File: src/rtl/muldiv_seq.sv
// Iterative RV32M multiply/divide sequencer: shift-add multiply, restoring divide, XLEN iterations.
// Optional MULDIV_EARLY_OUT_EN: zero-operand ops skip CALC and complete one cycle after acceptance.
module muldiv_seq #(
  parameter int XLEN = 32
) (
  input  logic            clk,
  input  logic            reset_n,
  input  logic            start_i,
  input  logic [2:0]      op_i,
  input  logic [XLEN-1:0] rs1_i,
  input  logic [XLEN-1:0] rs2_i,
  input  logic            flush_i,
  output logic            busy_o,
  output logic            done_o,
  output logic [XLEN-1:0] result_o,
  output logic            stall_o
);

  localparam int CW = $clog2(XLEN);

  typedef enum logic [1:0] {S_IDLE, S_CALC, S_DONE} state_t;

  state_t r_state;
  state_t w_state_nxt;

  logic [2:0]      r_op;
  logic [XLEN-1:0] r_hi;
  logic [XLEN-1:0] r_lo;
  logic [XLEN-1:0] r_b;
  logic [XLEN-1:0] r_rs1;
  logic            r_neg;
  logic            r_rem_neg;
  logic            r_bzero;
  logic [CW-1:0]   r_cnt;
  logic [XLEN-1:0] r_result;

  logic            w_accept;
  logic            w_early;
  logic            w_last;
  logic            w_a_neg;
  logic            w_b_neg;
  logic [XLEN:0]   w_msum;
  logic [XLEN:0]   w_dshift;
  logic [XLEN:0]   w_ddiff;
  logic [XLEN-1:0] w_hi_nxt;
  logic [XLEN-1:0] w_lo_nxt;

  function automatic logic a_signed(input logic [2:0] op);
    case (op)
      3'b000, 3'b001, 3'b010, 3'b100, 3'b110: a_signed = 1'b1;
      default:                                a_signed = 1'b0;
    endcase
  endfunction

  function automatic logic b_signed(input logic [2:0] op);
    case (op)
      3'b000, 3'b001, 3'b100, 3'b110: b_signed = 1'b1;
      default:                        b_signed = 1'b0;
    endcase
  endfunction

  // Sign correction and op-dependent selection of the final result.
  function automatic logic [XLEN-1:0] finish_op(
    input logic [2:0]      op,
    input logic [XLEN-1:0] hi,
    input logic [XLEN-1:0] lo,
    input logic            neg,
    input logic            rem_neg,
    input logic            bzero,
    input logic [XLEN-1:0] rs1
  );
    logic [2*XLEN-1:0] prod;
    logic [XLEN-1:0]   quo;
    logic [XLEN-1:0]   rem;
    prod = neg ? -{hi, lo} : {hi, lo};
    quo  = bzero ? '1  : (neg ? -lo : lo);
    rem  = bzero ? rs1 : (rem_neg ? -hi : hi);
    case (op)
      3'b000:                 finish_op = prod[XLEN-1:0];
      3'b001, 3'b010, 3'b011: finish_op = prod[2*XLEN-1:XLEN];
      3'b100, 3'b101:         finish_op = quo;
      default:                finish_op = rem;
    endcase
  endfunction

`ifdef MULDIV_EARLY_OUT_EN
  function automatic logic [XLEN-1:0] special_result(
    input logic [2:0]      op,
    input logic [XLEN-1:0] rs1,
    input logic [XLEN-1:0] rs2
  );
    if (!op[2])
      special_result = '0;
    else if (rs2 == '0)
      special_result = op[1] ? rs1 : '1;
    else
      special_result = '0;
  endfunction

  assign w_early = (rs1_i == '0) | (rs2_i == '0);
`else
  assign w_early = 1'b0;
`endif

  assign w_accept = (r_state == S_IDLE) & start_i & ~flush_i;
  assign w_last   = (r_state == S_CALC) & (r_cnt == CW'(XLEN - 1));
  assign w_a_neg  = a_signed(op_i) & rs1_i[XLEN-1];
  assign w_b_neg  = b_signed(op_i) & rs2_i[XLEN-1];

  assign busy_o   = (r_state == S_CALC);
  assign done_o   = (r_state == S_DONE) & ~flush_i;
  assign result_o = r_result;
  assign stall_o  = start_i & ~done_o & ~flush_i;

  // One iteration: multiply adds B on the multiplier LSB and shifts right,
  // divide shifts the partial remainder left and restores on borrow.
  assign w_msum   = {1'b0, r_hi} + (r_lo[0] ? {1'b0, r_b} : '0);
  assign w_dshift = {r_hi, r_lo[XLEN-1]};
  assign w_ddiff  = w_dshift - {1'b0, r_b};

  always_comb begin
    w_hi_nxt = r_hi;
    w_lo_nxt = r_lo;
    if (r_op[2]) begin
      if (!w_ddiff[XLEN]) begin
        w_hi_nxt = w_ddiff[XLEN-1:0];
        w_lo_nxt = {r_lo[XLEN-2:0], 1'b1};
      end else begin
        w_hi_nxt = w_dshift[XLEN-1:0];
        w_lo_nxt = {r_lo[XLEN-2:0], 1'b0};
      end
    end else begin
      w_hi_nxt = w_msum[XLEN:1];
      w_lo_nxt = {w_msum[0], r_lo[XLEN-1:1]};
    end
  end

  always_ff @(posedge clk or negedge reset_n) begin
    if (!reset_n) r_state <= S_IDLE;
    else          r_state <= w_state_nxt;
  end

  always_comb begin
    w_state_nxt = r_state;
    case (r_state)
      S_IDLE: begin
        if (w_accept) w_state_nxt = w_early ? S_DONE : S_CALC;
      end
      S_CALC: begin
        if (flush_i)     w_state_nxt = S_IDLE;
        else if (w_last) w_state_nxt = S_DONE;
      end
      S_DONE:  w_state_nxt = S_IDLE;
      default: w_state_nxt = S_IDLE;
    endcase
  end

  always_ff @(posedge clk or negedge reset_n) begin
    if (!reset_n) begin
      r_op      <= '0;
      r_hi      <= '0;
      r_lo      <= '0;
      r_b       <= '0;
      r_rs1     <= '0;
      r_neg     <= 1'b0;
      r_rem_neg <= 1'b0;
      r_bzero   <= 1'b0;
      r_cnt     <= '0;
      r_result  <= '0;
    end else if (w_accept) begin
      r_op      <= op_i;
      r_hi      <= '0;
      r_lo      <= w_a_neg ? -rs1_i : rs1_i;
      r_b       <= w_b_neg ? -rs2_i : rs2_i;
      r_rs1     <= rs1_i;
      r_neg     <= w_a_neg ^ w_b_neg;
      r_rem_neg <= w_a_neg;
      r_bzero   <= (rs2_i == '0);
      r_cnt     <= '0;
`ifdef MULDIV_EARLY_OUT_EN
      if (w_early) r_result <= special_result(op_i, rs1_i, rs2_i);
`endif
    end else if ((r_state == S_CALC) && !flush_i) begin
      r_hi  <= w_hi_nxt;
      r_lo  <= w_lo_nxt;
      r_cnt <= r_cnt + CW'(1);
      if (w_last)
        r_result <= finish_op(r_op, w_hi_nxt, w_lo_nxt, r_neg, r_rem_neg, r_bzero, r_rs1);
    end
  end

endmodule

File: config.mk
export PLATFORM = sky130hd
export DESIGN_NAME = muldiv_seq
export DESIGN_NICKNAME = d
export VERILOG_FILES = /design/src/rtl/muldiv_seq.sv
export SDC_FILE = /design/constraint.sdc
export NUM_CORES = 1
export LEC_CHECK = 0
export ABC_AREA = 1
export CORE_MARGIN = 4
export CORE_UTILIZATION = 35
export DETAILED_ROUTE_END_ITERATION = 7
export GPL_ROUTABILITY_DRIVEN = 0
export GPL_TIMING_DRIVEN = 1
export PLACE_DENSITY_LB_ADDON = 0.08
export SYNTH_ARGS = -nofsm -noshare
export SYNTH_HDL_FRONTEND = slang
export SYNTH_SLANG_ARGS = --single-unit
File: constraint.sdc
create_clock -name clk -period 5.6 [get_ports clk]
set_input_delay 1.12 -clock clk [delete_from_list [all_inputs] [get_ports clk]]
set_output_delay 1.12 -clock clk [all_outputs]
set_load 0.01 [all_outputs]
## After elaboration in Yosys (flattened, before gate mapping)

Cells that the tools add are included.

| operators by class | value |
|---|---|
| add/sub/neg operators | 8 |
| equality and inequality tests | 14 |
| multiplexer cells | 25 |
| bitwise logic cells | 12 |
| reduce and logical (&&, ||, !) cells | 13 |

Operators with widths:

| kind | count |
|---|---|
| 32-bit 2-to-1 mux | 14 |
| 32-bit negation | 4 |
| 32-bit one-hot mux with 3 select lines | 1 |
| 64-bit 2-to-1 mux | 1 |
| 64-bit negation | 1 |
| 32-bit by 32-bit adder with 33-bit output | 1 |
| 33-bit by 32-bit subtractor with 33-bit output | 1 |
| 32-bit logical NOT | 1 |
| 3-bit == test (second input constant) | 4 |
| 5-bit 2-to-1 mux | 2 |
| 3-bit by 2-bit == test with 1-bit output (second input constant) | 3 |
| 1-bit bitwise AND | 8 |
| 3-bit by 1-bit == test with 1-bit output (second input constant) | 2 |
| 3-bit logical NOT | 2 |
| 2-bit 2-to-1 mux | 3 |
| 5-bit by 1-bit adder with 5-bit output (second input constant) | 1 |
| 5-bit == test (second input constant) | 1 |
| 5-bit OR reduction | 1 |
| 2-bit one-hot mux with 2 select lines | 1 |
| 4-bit OR reduction | 1 |
| 1-bit 2-to-1 mux | 3 |
| 3-bit by 2-bit inequality test with 1-bit output (second input constant) | 1 |
| 1-bit NOT | 3 |
| 3-bit AND reduction | 1 |
| other kinds (11) | 11 |

| storage, ports and cells | value |
|---|---|
| register bits after elaboration | 173 |
| input port bits | 71 |
| output and inout port bits | 35 |
| logic and storage cells | 83 |

## Longest topological paths before layout

Gate-level depths: netlist (run 1).

| logic depth | value |
|---|---|
| depth after elaboration | 7 |
| gate-level depth with buffers | 37 |
| mapped depth without buffers | 36 |

## Worst setup path before layout (run 1)

OpenSTA, ideal clock, no wires.

| timing path | value |
|---|---|
| path kind | register -> register |
| start point | register r_lo[31] |
| end point | register r_result[30], in the netlist result_o[30] |
| setup time | 117 ps |
| data arrival time | 4115 ps |
| data required time | 5483 ps |
| setup slack | 1368 ps |
| cell stages (with the launch flop) | 36 |
| buffers on the path | 1 |
| clock period less this slack | 4232 ps |
| cell sequence | dfrtp_1 inv_1 ha_1 fa_1 inv_1 nand2_1 nand2_1 nand3_1 nand2_2 nand2_1 nand2_2 nand2_4 nand3_4 nand2_8 buf_6 a21boi_2 ha_1 nand3_1 nor2_1 nand2_1 nor2_2 nand3_1 nor2_2 nand4_1 nor2_1 nand4_1 nor2_2 nand3_2 o21ai_4 nand2_1 nand2_1 nand2_1 nand2_1 nand2_1 nor2_1 nor2_1 |

| on the way | value |
|---|---|
| word-level cells in the longest chain between the ends | 7 |
| elaborated cells on any way between the ends | 14 |
| classes of those cells | 4 x add/sub; 10 x mux |

RTL lines:

| item | line | text |
|---|---|---|
| start, declared | 28 | `logic [XLEN-1:0] r_lo;` |
| start signal, assigned | 173 | `r_lo <= w_a_neg ? -rs1_i : rs1_i;` |
| start signal, assigned | 185 | `r_lo <= w_lo_nxt;` |
| 33-bit by 32-bit subtractor with 33-bit output | 119 | `assign w_ddiff = w_dshift - {1'b0, r_b};` |
| 32-bit 2-to-1 mux or 1-bit 2-to-1 mux (tied branches) | 125 | `if (!w_ddiff[XLEN]) begin` |
| 32-bit 2-to-1 mux | 124 | `if (r_op[2]) begin` |
| 32-bit negation (on tied branches) | 77, 76 |  |
| 32-bit 2-to-1 mux (on tied branches) (2 in series) | 77, 76 |  |
| 32-bit one-hot mux with 3 select lines (*) | 78 | `case (op)` |
| end signal, assigned | 188 | `r_result <= finish_op(r_op, w_hi_nxt, w_lo_nxt, r_neg, r_rem_neg, r_bzero, r_rs1);` |
| end, declared | 35 | `logic [XLEN-1:0] r_result;` |

Mark *: on every way between the ends. The rest lies on a longest branch, timed or not.
A chain may end at the register's enable or synchronous reset.

## Worst setup path after layout (run 1)

| timing path | value |
|---|---|
| start point | register r_lo[31] |
| end point | register r_result[20], in the netlist result_o[20] |

The elaborated chain is that of the path after synthesis.

==> results of run 1 <==
[metrics by stage]
stage                     setup WS (ps)  area (um^2)  total power, uW  instances
after floorplan                    1370        18100             6970       3073
after global placement              737        19800             9220       3786
after detailed placement            690        19800             9230       3786
after CTS                           745        20400            10600       3818
after global routing               76.8        20400            11600       3818
final                               706        20400            10700       3818
[layer usage]
metal	vias up	wire (um)	track usage, %
met2	895	32900	40.3
li1	9949	-	-
met3	105	6750	5.90
met1	9837	36700	41.1
met5	-	26	0
met4	4	2170	8.36
[worst max path at each step]
stage	slack [ps]	cells past startpoint	to
2_1_floorplan	1370	35	result_o[30]
3_3_place_gp	740	17	r_b[30]
3_5_place_dp	690	17	r_b[30]
4_1_cts	750	34	result_o[20]
5_1_grt	80	34	result_o[20]
6_report	710	34	result_o[20]
[layout make-up]
class | count | area [um^2] | area share, %
clock buffer | 17 | 425 | 2.09
inverter | 442 | 1660 | 8.14
timing repair buffer | 141 | 1340 | 6.56
clock inverter | 15 | 171 | 0.841
sequential | 173 | 4330 | 21.3
multi-input combinational | 2358 | 11600 | 57.0
tap | 672 | 841 | 4.12
[cells by family after synthesis]
logic type | after synthesis | share of synthesized area [%]
DFF | 173 | 24.0
xor gates and xnor gates | 78 | 3.78
and+or+nand+nor | 1726 | 40.3
buffers and inverters | 542 | 11.8
AOI/OAI and AO/OA | 482 | 15.1
adders and majority gates | 72 | 5.07
[registers in the layout, indices dropped and copies added (netlist names)]
register	count
r_state	2
r_neg	1
r_hi	32
r_lo	32
result_o	32
r_b	32
r_bzero	1
r_op	3
r_rem_neg	1
r_cnt	5
r_rs1	32
[power by group through the flow]
stage	combinational (uW)	clock (uW)	sequential, uW
detailed placement	7370	0	1860
global route	8330	1370	1880
CTS	7410	1340	1840
floorplan	5240	0	1720
global placement	7370	0	1850
finish	7600	1300	1850
[cells in the final DEF, fill, tap and decap left out, drive strengths merged, types with 3 or more instances in the layout]
cell           instances
nand3b                15
o211ai                 7
xnor2                 27
nor3                  43
o21a                   8
clkbuf                18
buf                   36
clkdlybuf4s50        104
a41oi                  3
nand3                249
a21oi                145
a21o                   4
a31oi                 14
nor4                   7
o21ai                225
a2111oi                3
nand4                 29
o21bai                14
nand2               1016
o221ai                 3
clkinv                10
xor2                  51
nor2                 350
a32oi                  3
dfrtp                173
a221oi                 3
or2                   13
o22ai                 34
ha                    70
a22o                   3
inv                  445
[worst max-delay path: cells and delay by family (launching register included)]
kind	cells	cell delay [ps]
compound gates	1	220
buf+inv	3	300
simple gates	27	3090
flops	1	350
fa+ha+maj	3	860
==> results.py, run 1 <==
metrics = {
    "power_and_ir_drop": {
        "peakVddDrop_v": 0.000327,
        "clkPwrFrac_pct": 12.1,
        "p_leak_uw": 0.0105,
        "p_comb_share_pct": 70.7,
        "pwr-share-seq_pct": 17.2,
        "powerDensity_nw_per_um2": 527,
        "switchingPower_uw": 6340,
        "internal-power_uw": 4400,
        "switching_share_pct": 59.0,
    },
    "route": {
        "wire_per_inst_um": 20.6,
        "ant_nets": 0,
        "firstDrtPassIters": 8,
        "vias": 20790,
        "drt_iter0_drc": 2446,
        "drc": 0,
        "routed_via_density": 5.45,
        "routed_wl_mm": 78.6,
    },
    "synthesis": {
        "ys_async_sr_fraction_pct": 100,
        "synth.distinct_cells": 61,
        "synthTopCellsByArea": "dfrtp_1 (24%), nand2_1 (20%), inv_1 (8.9%)",
        "netlist_area_um2": 18100,
        "synth_edf_count": 0,
        "ys_seq_area_share_pct": 24.0,
        "syn_nets": 3216,
        "synth_top_area_share_pct": 24.0,
        "synthFlopType": "dfrtp_1",
        "synth.most_common_cell": "nand2_1",
        "synth_common_cells": "nand2_1 (978), inv_1 (429), nor2_1 (328), nand3_1 (245), o21ai_0 (202)",
        "synth_warnings": 0,
        "ys_seq_elements": 173,
        "avgSynthCellArea_um2": 5.88,
        "synth_top_cell_by_area": "dfrtp_1",
        "postSynthCellCount": 3073,
    },
    "timing": {
        "setup_viol": 0,
        "finalHoldViolations": 0,
        "finClkSkew_ps": 18.5,
        "max_slew_margin_pct": 31.5,
        "finalCritPeriodShare_pct": 87.4,
        "slew_viol_final": 0,
        "finalSetupTns_ps": 0,
        "min_period_ps": 4890,
        "rsz0062_at_grt": "false",
        "max_freq_mhz": 204,
        "whs_ps": 473,
        "tightest_slew_ps": 1030,
    },
    "die": {
        "rows": 82,
        "floorplan.core_area_um2": 50600,
        "fp.dieH_um": 235,
        "pin_count": 106,
        "fp.dieW_um": 235,
        "fp.dieArea_um2": 55300,
        "initial_core_util_pct": 35.7,
    },
    "cells_and_area": {
        "nFillCells": 5553,
        "drive_gt1_share_pct": 5.40,
        "post-route-util_pct": 40.3,
        "area_delta_synth_final_pct": 12.9,
        "nets": 3276,
        "diodes": 0,
    },
    "grt": {
        "grt.overflow.total": 0,
        "first_global_vias": 19245,
        "antenna_found_initial": 4,
        "grt_pass1_wl_mm": 119,
        "gr-usage-all-layers_pct": 27.7,
        "grt_max_degree": 109,
    },
    "clock_network": {
        "cts_inserted_buffers": 17,
        "clk-insertion-delay-late_ps": 510,
        "clk_pin_slew_worst_paths_ps": 70,
        "hold_buffers": 0,
        "ctsResizeCount": 0,
        "cts_tree": "yes",
        "clock_sinks": 173,
        "cts_setup_buffers": 0,
        "htree_levels": 4,
        "clockBufferDepth": 2,
        "root_buffer": "clkbuf_16",
    },
    "setup_path": {
        "worst-path-max-fanout": 7,
        "cp-end-kind": "flip-flop",
        "crit_arrival_ps": 5290,
        "worst_path_most_repeated_cell": "nand2_1",
        "cpMaxStageDelayCell": "fa_1",
        "worst_path_largest_cell_delay_ps": 420,
        "reg2regPathDepth": 34,
        "crit_path_start": "r_lo[31]",
        "start_kind": "flip-flop",
        "reg2reg_from": "r_lo[31]",
        "r2r_slack_ps": 710,
        "critPathKind": "reg -> reg",
        "required_ps": 6000,
        "r2r-end": "result_o[20]",
    },
    "worst_hold_path": {
        "min_from": "r_cnt[3]",
        "hold_path_depth": 1,
        "worstHoldEndpoint": "r_cnt[3]",
        "hp-class": "reg -> reg",
    },
    "run_status": {
        "outcome": "complete, no violations",
    },
    "placed_design": {
        "port_buffers": 105,
        "dp_hpwl_mm": 62.2,
    },
    "run": {
        "maxCapViolCount": 0,
    },
}
(Power assumes the default switching activity.)
==> run 2: changes to the inputs <==
- clock period: 5.6 -> 4.98 ns (I/O delays scaled with it)
==> results.py, run 2 (same netlist as run 1, synthesis figures left out) <==
metrics = {
    "clock_network": {
        "hold_buffers": 0,
        "cts_inserted_buffers": 17,
        "htree_levels": 4,
        "root_buffer": "clkbuf_16",
        "clk_pin_slew_worst_paths_ps": 80,
        "clock_sinks": 173,
        "clockBufferDepth": 2,
        "cts_tree": "yes",
        "clk-insertion-delay-late_ps": 520,
    },
    "timing": {
        "slew_viol_final": 0,
        "fin_ws_ps": 303,
        "finClkSkew_ps": 18.2,
        "max_slew_margin_pct": 25.8,
        "finalCritPeriodShare_pct": 93.9,
        "max_freq_mhz": 214,
        "setup_viol": 0,
        "min_period_ps": 4680,
        "tightest_slew_ps": 1110,
        "finalHoldViolations": 0,
    },
    "die": {
        "pin_count": 106,
        "fp.dieArea_um2": 55300,
        "rows": 82,
        "floorplan.core_area_um2": 50600,
        "fp.dieH_um": 235,
        "fp.dieW_um": 235,
        "initial_core_util_pct": 35.7,
    },
    "route": {
        "drt_iter0_drc": 2397,
        "firstDrtPassIters": 5,
        "drc": 0,
        "wire_per_inst_um": 20.6,
        "vias": 20966,
        "routed_wl_mm": 79.3,
        "routed_via_density": 5.44,
        "ant_nets": 0,
    },
    "setup_path": {
        "critPathKind": "reg -> reg",
        "worst_path_largest_cell_delay_ps": 380,
        "cpMaxStageDelayCell": "fa_2",
        "crit_arrival_ps": 5090,
        "required_ps": 5390,
        "worst-path-max-fanout": 4,
        "start_kind": "flip-flop",
        "cp-end-kind": "flip-flop",
        "critPathTopFamily": "simple AND/OR/NAND/NOR gates",
        "worst_path_most_repeated_cell": "nand2_2",
        "cp_num_buf_inv": 3,
    },
    "power_and_ir_drop": {
        "finalPower_uw": 12300,
        "powerDensity_nw_per_um2": 594,
        "peakVddDrop_v": 0.000297,
        "p_leak_uw": 0.0106,
    },
    "grt": {
        "grt.overflow.total": 0,
        "first_global_vias": 19806,
        "antenna_found_initial": 3,
        "grt_max_degree": 100,
        "grt_pass1_wl_mm": 120,
        "gr-usage-all-layers_pct": 28.0,
    },
    "cells_and_area": {
        "register_area_um2": 4330,
        "multi_input_area_um2": 11700,
        "drive_gt1_share_pct": 6.67,
        "nets": 3308,
        "final_cell_mix": "nand2_1 (976), inv_1 (427), nor2_1 (323), nand3_1 (244), o21ai_0 (202)",
        "area_delta_synth_final_pct": 14.6,
        "final_common_cell": "nand2_1",
        "fin_area_um2": 20700,
        "nFillCells": 5553,
    },
    "placed_design": {
        "port_buffers": 105,
        "pre_cts_ws_ps": 127,
        "place_area_um2": 20000,
        "dp_hpwl_mm": 62.9,
    },
    "worst_hold_path": {
        "hp-class": "reg -> reg",
    },
    "run": {
        "maxCapViolCount": 0,
    },
    "run_status": {
        "outcome": "complete, no violations",
    },
}
-- run 2: changes by cell type in the layout (fill, tap and decap cells not counted), moves of 2 or more --
cell and delta:
buf_4 +32, clkinv_4 -2, ha_1 -2, inv_6 +4
inv_8 -2, nand2_1 -2, nand2_2 +2, nor2_1 -3
nor2_4 +3
-- run 2: worst register-to-register path, delay by kind of cell (launching register included) --
kind,cells,cell delay [ps]
AND/OR/NAND/NOR,21,2290
buffers and inverters,3,360
flip-flops,1,340
AO/OA/AOI/OAI,3,750
XOR/XNOR,1,90
adder cells (fa/ha/maj),3,730
-- run 2: what timing repair did --
item / in CTS / in global routing
endpoints found under the hold margin: 0 / 0
resized for setup: 0 / 16
buffers inserted: 0 / 10
endpoints found under the setup margin: 0 / 15
-- run 2: cell type report --
cell class,instances,share of cell area (%)
antenna,1,0.0121
timing repair buffer,173,7.62
clock buffer,17,2.06
multi-input combinational,2358,56.5
sequential,173,20.9
inverter,442,8.02
tap,672,4.06
clock inverter,15,0.792
-- run 2: metal layers --
layer	track usage (%)	vias up	routed length, um
met4	8.58	0	2240
li1	-	10008	-
met2	41.2	915	33300
met1	41.3	9935	37200
met5	0	-	0
met3	5.62	108	6670
-- run 2: path summary, 6_finish.rpt --
check	start	cells past startpoint	slack, ps	end
min in group asynchronous	reset_n	1	550	r_lo[8]
min reg2reg	r_cnt[3]	1	470	r_cnt[3]
max	r_lo[31]	31	300	result_o[30]
max in group asynchronous	reset_n	2	3480	r_hi[28]
max reg2reg	r_lo[31]	31	300	result_o[30]
min	r_cnt[3]	1	470	r_cnt[3]
-- run 2: per-stage QoR --
stage	utilization (%)	instances	hold slack [ps]	TNS (ps)
global placement	39.5	3808	456	0
floorplan	-	3073	433	0
CTS	40.6	3840	472	0
finish	40.9	3851	468	0
detailed placement	39.5	3808	461	0
global route	40.9	3850	490	-77.1
-- run 2: power breakdown --
| part | internal [uW] | total, uW | leakage (uW) | switching [uW] |
|---|---|---|---|---|
| registers | 1730 | 2030 | 0.00219 | 305 |
| clock network | 714 | 1460 | 0.000293 | 747 |
| logic | 2620 | 8790 | 0.00816 | 6170 |
==> run 3: changes to the inputs <==
- ABC_CLOCK_PERIOD_IN_PS: unset -> 4980
- CORE_UTILIZATION: 35 -> 53
==> results.py, run 3 (same netlist as run 1, synthesis figures left out) <==
metrics = {
    "die": {
        "fp.dieArea_um2": 37100,
        "pin_count": 106,
        "floorplan.core_area_um2": 33500,
        "rows": 67,
        "fp.dieH_um": 193,
        "initial_core_util_pct": 53.9,
        "fp.dieW_um": 193,
    },
    "cells_and_area": {
        "nFillCells": 3266,
        "final_common_cell": "nand2_1",
        "drive_gt1_share_pct": 6.87,
        "final_cell_mix": "nand2_1 (975), inv_1 (426), nor2_1 (322), nand3_1 (243), o21ai_0 (202)",
        "diodes": 0,
        "area_delta_synth_final_pct": 13.1,
        "nets": 3302,
    },
    "timing": {
        "finalCritPeriodShare_pct": 94.4,
        "setup_viol": 0,
        "fin_ws_ps": 279,
        "slew_viol_final": 0,
        "min_period_ps": 4700,
        "max_slew_margin_pct": 20.8,
        "finClkSkew_ps": 13.9,
        "whs_ps": 463,
        "tightest_slew_ps": 1180,
        "finalHoldViolations": 0,
        "max_freq_mhz": 213,
    },
    "setup_path": {
        "reg2regPathDepth": 31,
        "critPathKind": "reg -> reg",
        "cp_num_buf_inv": 2,
        "cpMaxStageDelayCell": "dfrtp_1",
        "worst_path_largest_cell_delay_ps": 420,
        "worst-path-max-fanout": 8,
        "critPathTopFamily": "simple AND/OR/NAND/NOR gates",
        "worst-path-stages": 31,
        "worst_path_most_repeated_cell": "nand2_4",
        "cp-end-kind": "flip-flop",
        "crit_arrival_ps": 5100,
        "start_kind": "flip-flop",
        "required_ps": 5380,
    },
    "route": {
        "routed_wl_mm": 73.1,
        "ant_nets": 0,
        "wire_per_inst_um": 20.2,
        "routed_via_density": 5.92,
        "firstDrtPassIters": 6,
        "drc": 0,
        "drt_iter0_drc": 3383,
        "vias": 21425,
    },
    "clock_network": {
        "cts_inserted_buffers": 17,
        "cts_tree": "yes",
        "root_buffer": "clkbuf_16",
        "htree_levels": 4,
        "clk-insertion-delay-late_ps": 470,
        "clock_sinks": 173,
        "hold_buffers": 0,
        "clk_pin_slew_worst_paths_ps": 70,
        "clockBufferDepth": 2,
    },
    "power_and_ir_drop": {
        "p_leak_uw": 0.0106,
        "powerDensity_nw_per_um2": 609,
        "peakVddDrop_v": 0.000311,
        "finalPower_uw": 12400,
    },
    "grt": {
        "grt.overflow.total": 0,
        "first_global_vias": 19428,
        "grt_pass1_wl_mm": 111,
        "antenna_found_initial": 1,
        "grt_max_degree": 93,
        "gr-usage-all-layers_pct": 38.8,
    },
    "placed_design": {
        "dp_hpwl_mm": 56.9,
        "port_buffers": 105,
        "pre_cts_ws_ps": 215,
    },
    "run": {
        "maxCapViolCount": 0,
    },
    "worst_hold_path": {
        "hp-class": "reg -> reg",
        "hold_path_depth": 1,
    },
    "run_status": {
        "outcome": "complete, no violations",
    },
}
-- run 3: changes by cell type in the layout (fill, tap and decap cells not counted), sizes merged --
cell,change
clkbuf,+1
buf,-6
clkinvlp,+1
diode,-1
bufinv,+2
inv,-4
-- run 3: where the power goes --
part           switching, uW  total [uW]  leakage [uW]  internal, uW
clock network            670        1480      0.000304           814
registers                329        2050       0.00219          1730
logic                   6250        8910       0.00812          2660
total                   7250       12400        0.0106          5200
-- run 3: final timing paths --
kind / from / end / slack [ps]
min in group asynchronous: reset_n / r_hi[14] / 620
max in group asynchronous: reset_n / r_op[2] / 3310
hold reg to reg: r_cnt[3] / r_cnt[3] / 460
setup / recovery: r_hi[6] / result_o[14] / 280
setup reg to reg: r_hi[6] / result_o[14] / 280
hold / removal: r_cnt[3] / r_cnt[3] / 460
-- run 3: final cells by class --
class / instances / area (um^2) / share of cell area, %
Tap cell: 448 / 561 / 2.74
Clock inverter: 14 / 180 / 0.882
Sequential cell: 173 / 4330 / 21.2
Clock buffer: 18 / 439 / 2.15
Inverter: 442 / 1660 / 8.12
Timing Repair Buffer: 167 / 1520 / 7.44
Multi-Input combinational cell: 2358 / 11700 / 57.4
-- run 3: through the flow --
step,area [um^2],std cells,TNS (ps),util (%)
detailed placement,19600,3576,0,58.5
global route,20400,3620,-423,60.9
CTS,20200,3608,0,60.3
global placement,19600,3576,0,58.5
floorplan,18100,3073,0,-
finish,20400,3620,0,60.9
-- run 3: layer usage --
layer / routed length (um) / up-vias / GRT usage, %
li1: - / 10011 / -
met1: 30300 / 9753 / 56.4
met2: 28900 / 1453 / 54.2
met3: 10900 / 206 / 11.5
met4: 3060 / 2 / 14.1
met5: 13 / - / 0
-- run 3: worst reg2reg max path, delay by kind of cell, from the launching register on --
kind	cells	cell delay, ps
flip-flops	1	420
buffers and inverters	2	240
AO/OA/AOI/OAI	3	620
AND/OR/NAND/NOR	24	2760
adder cells (fa/ha/maj)	2	600
-- run 3: what timing repair did --
item	in CTS	in global routing
gates resized for setup	0	29
setup buffers	0	12
endpoints found under the setup margin	0	13
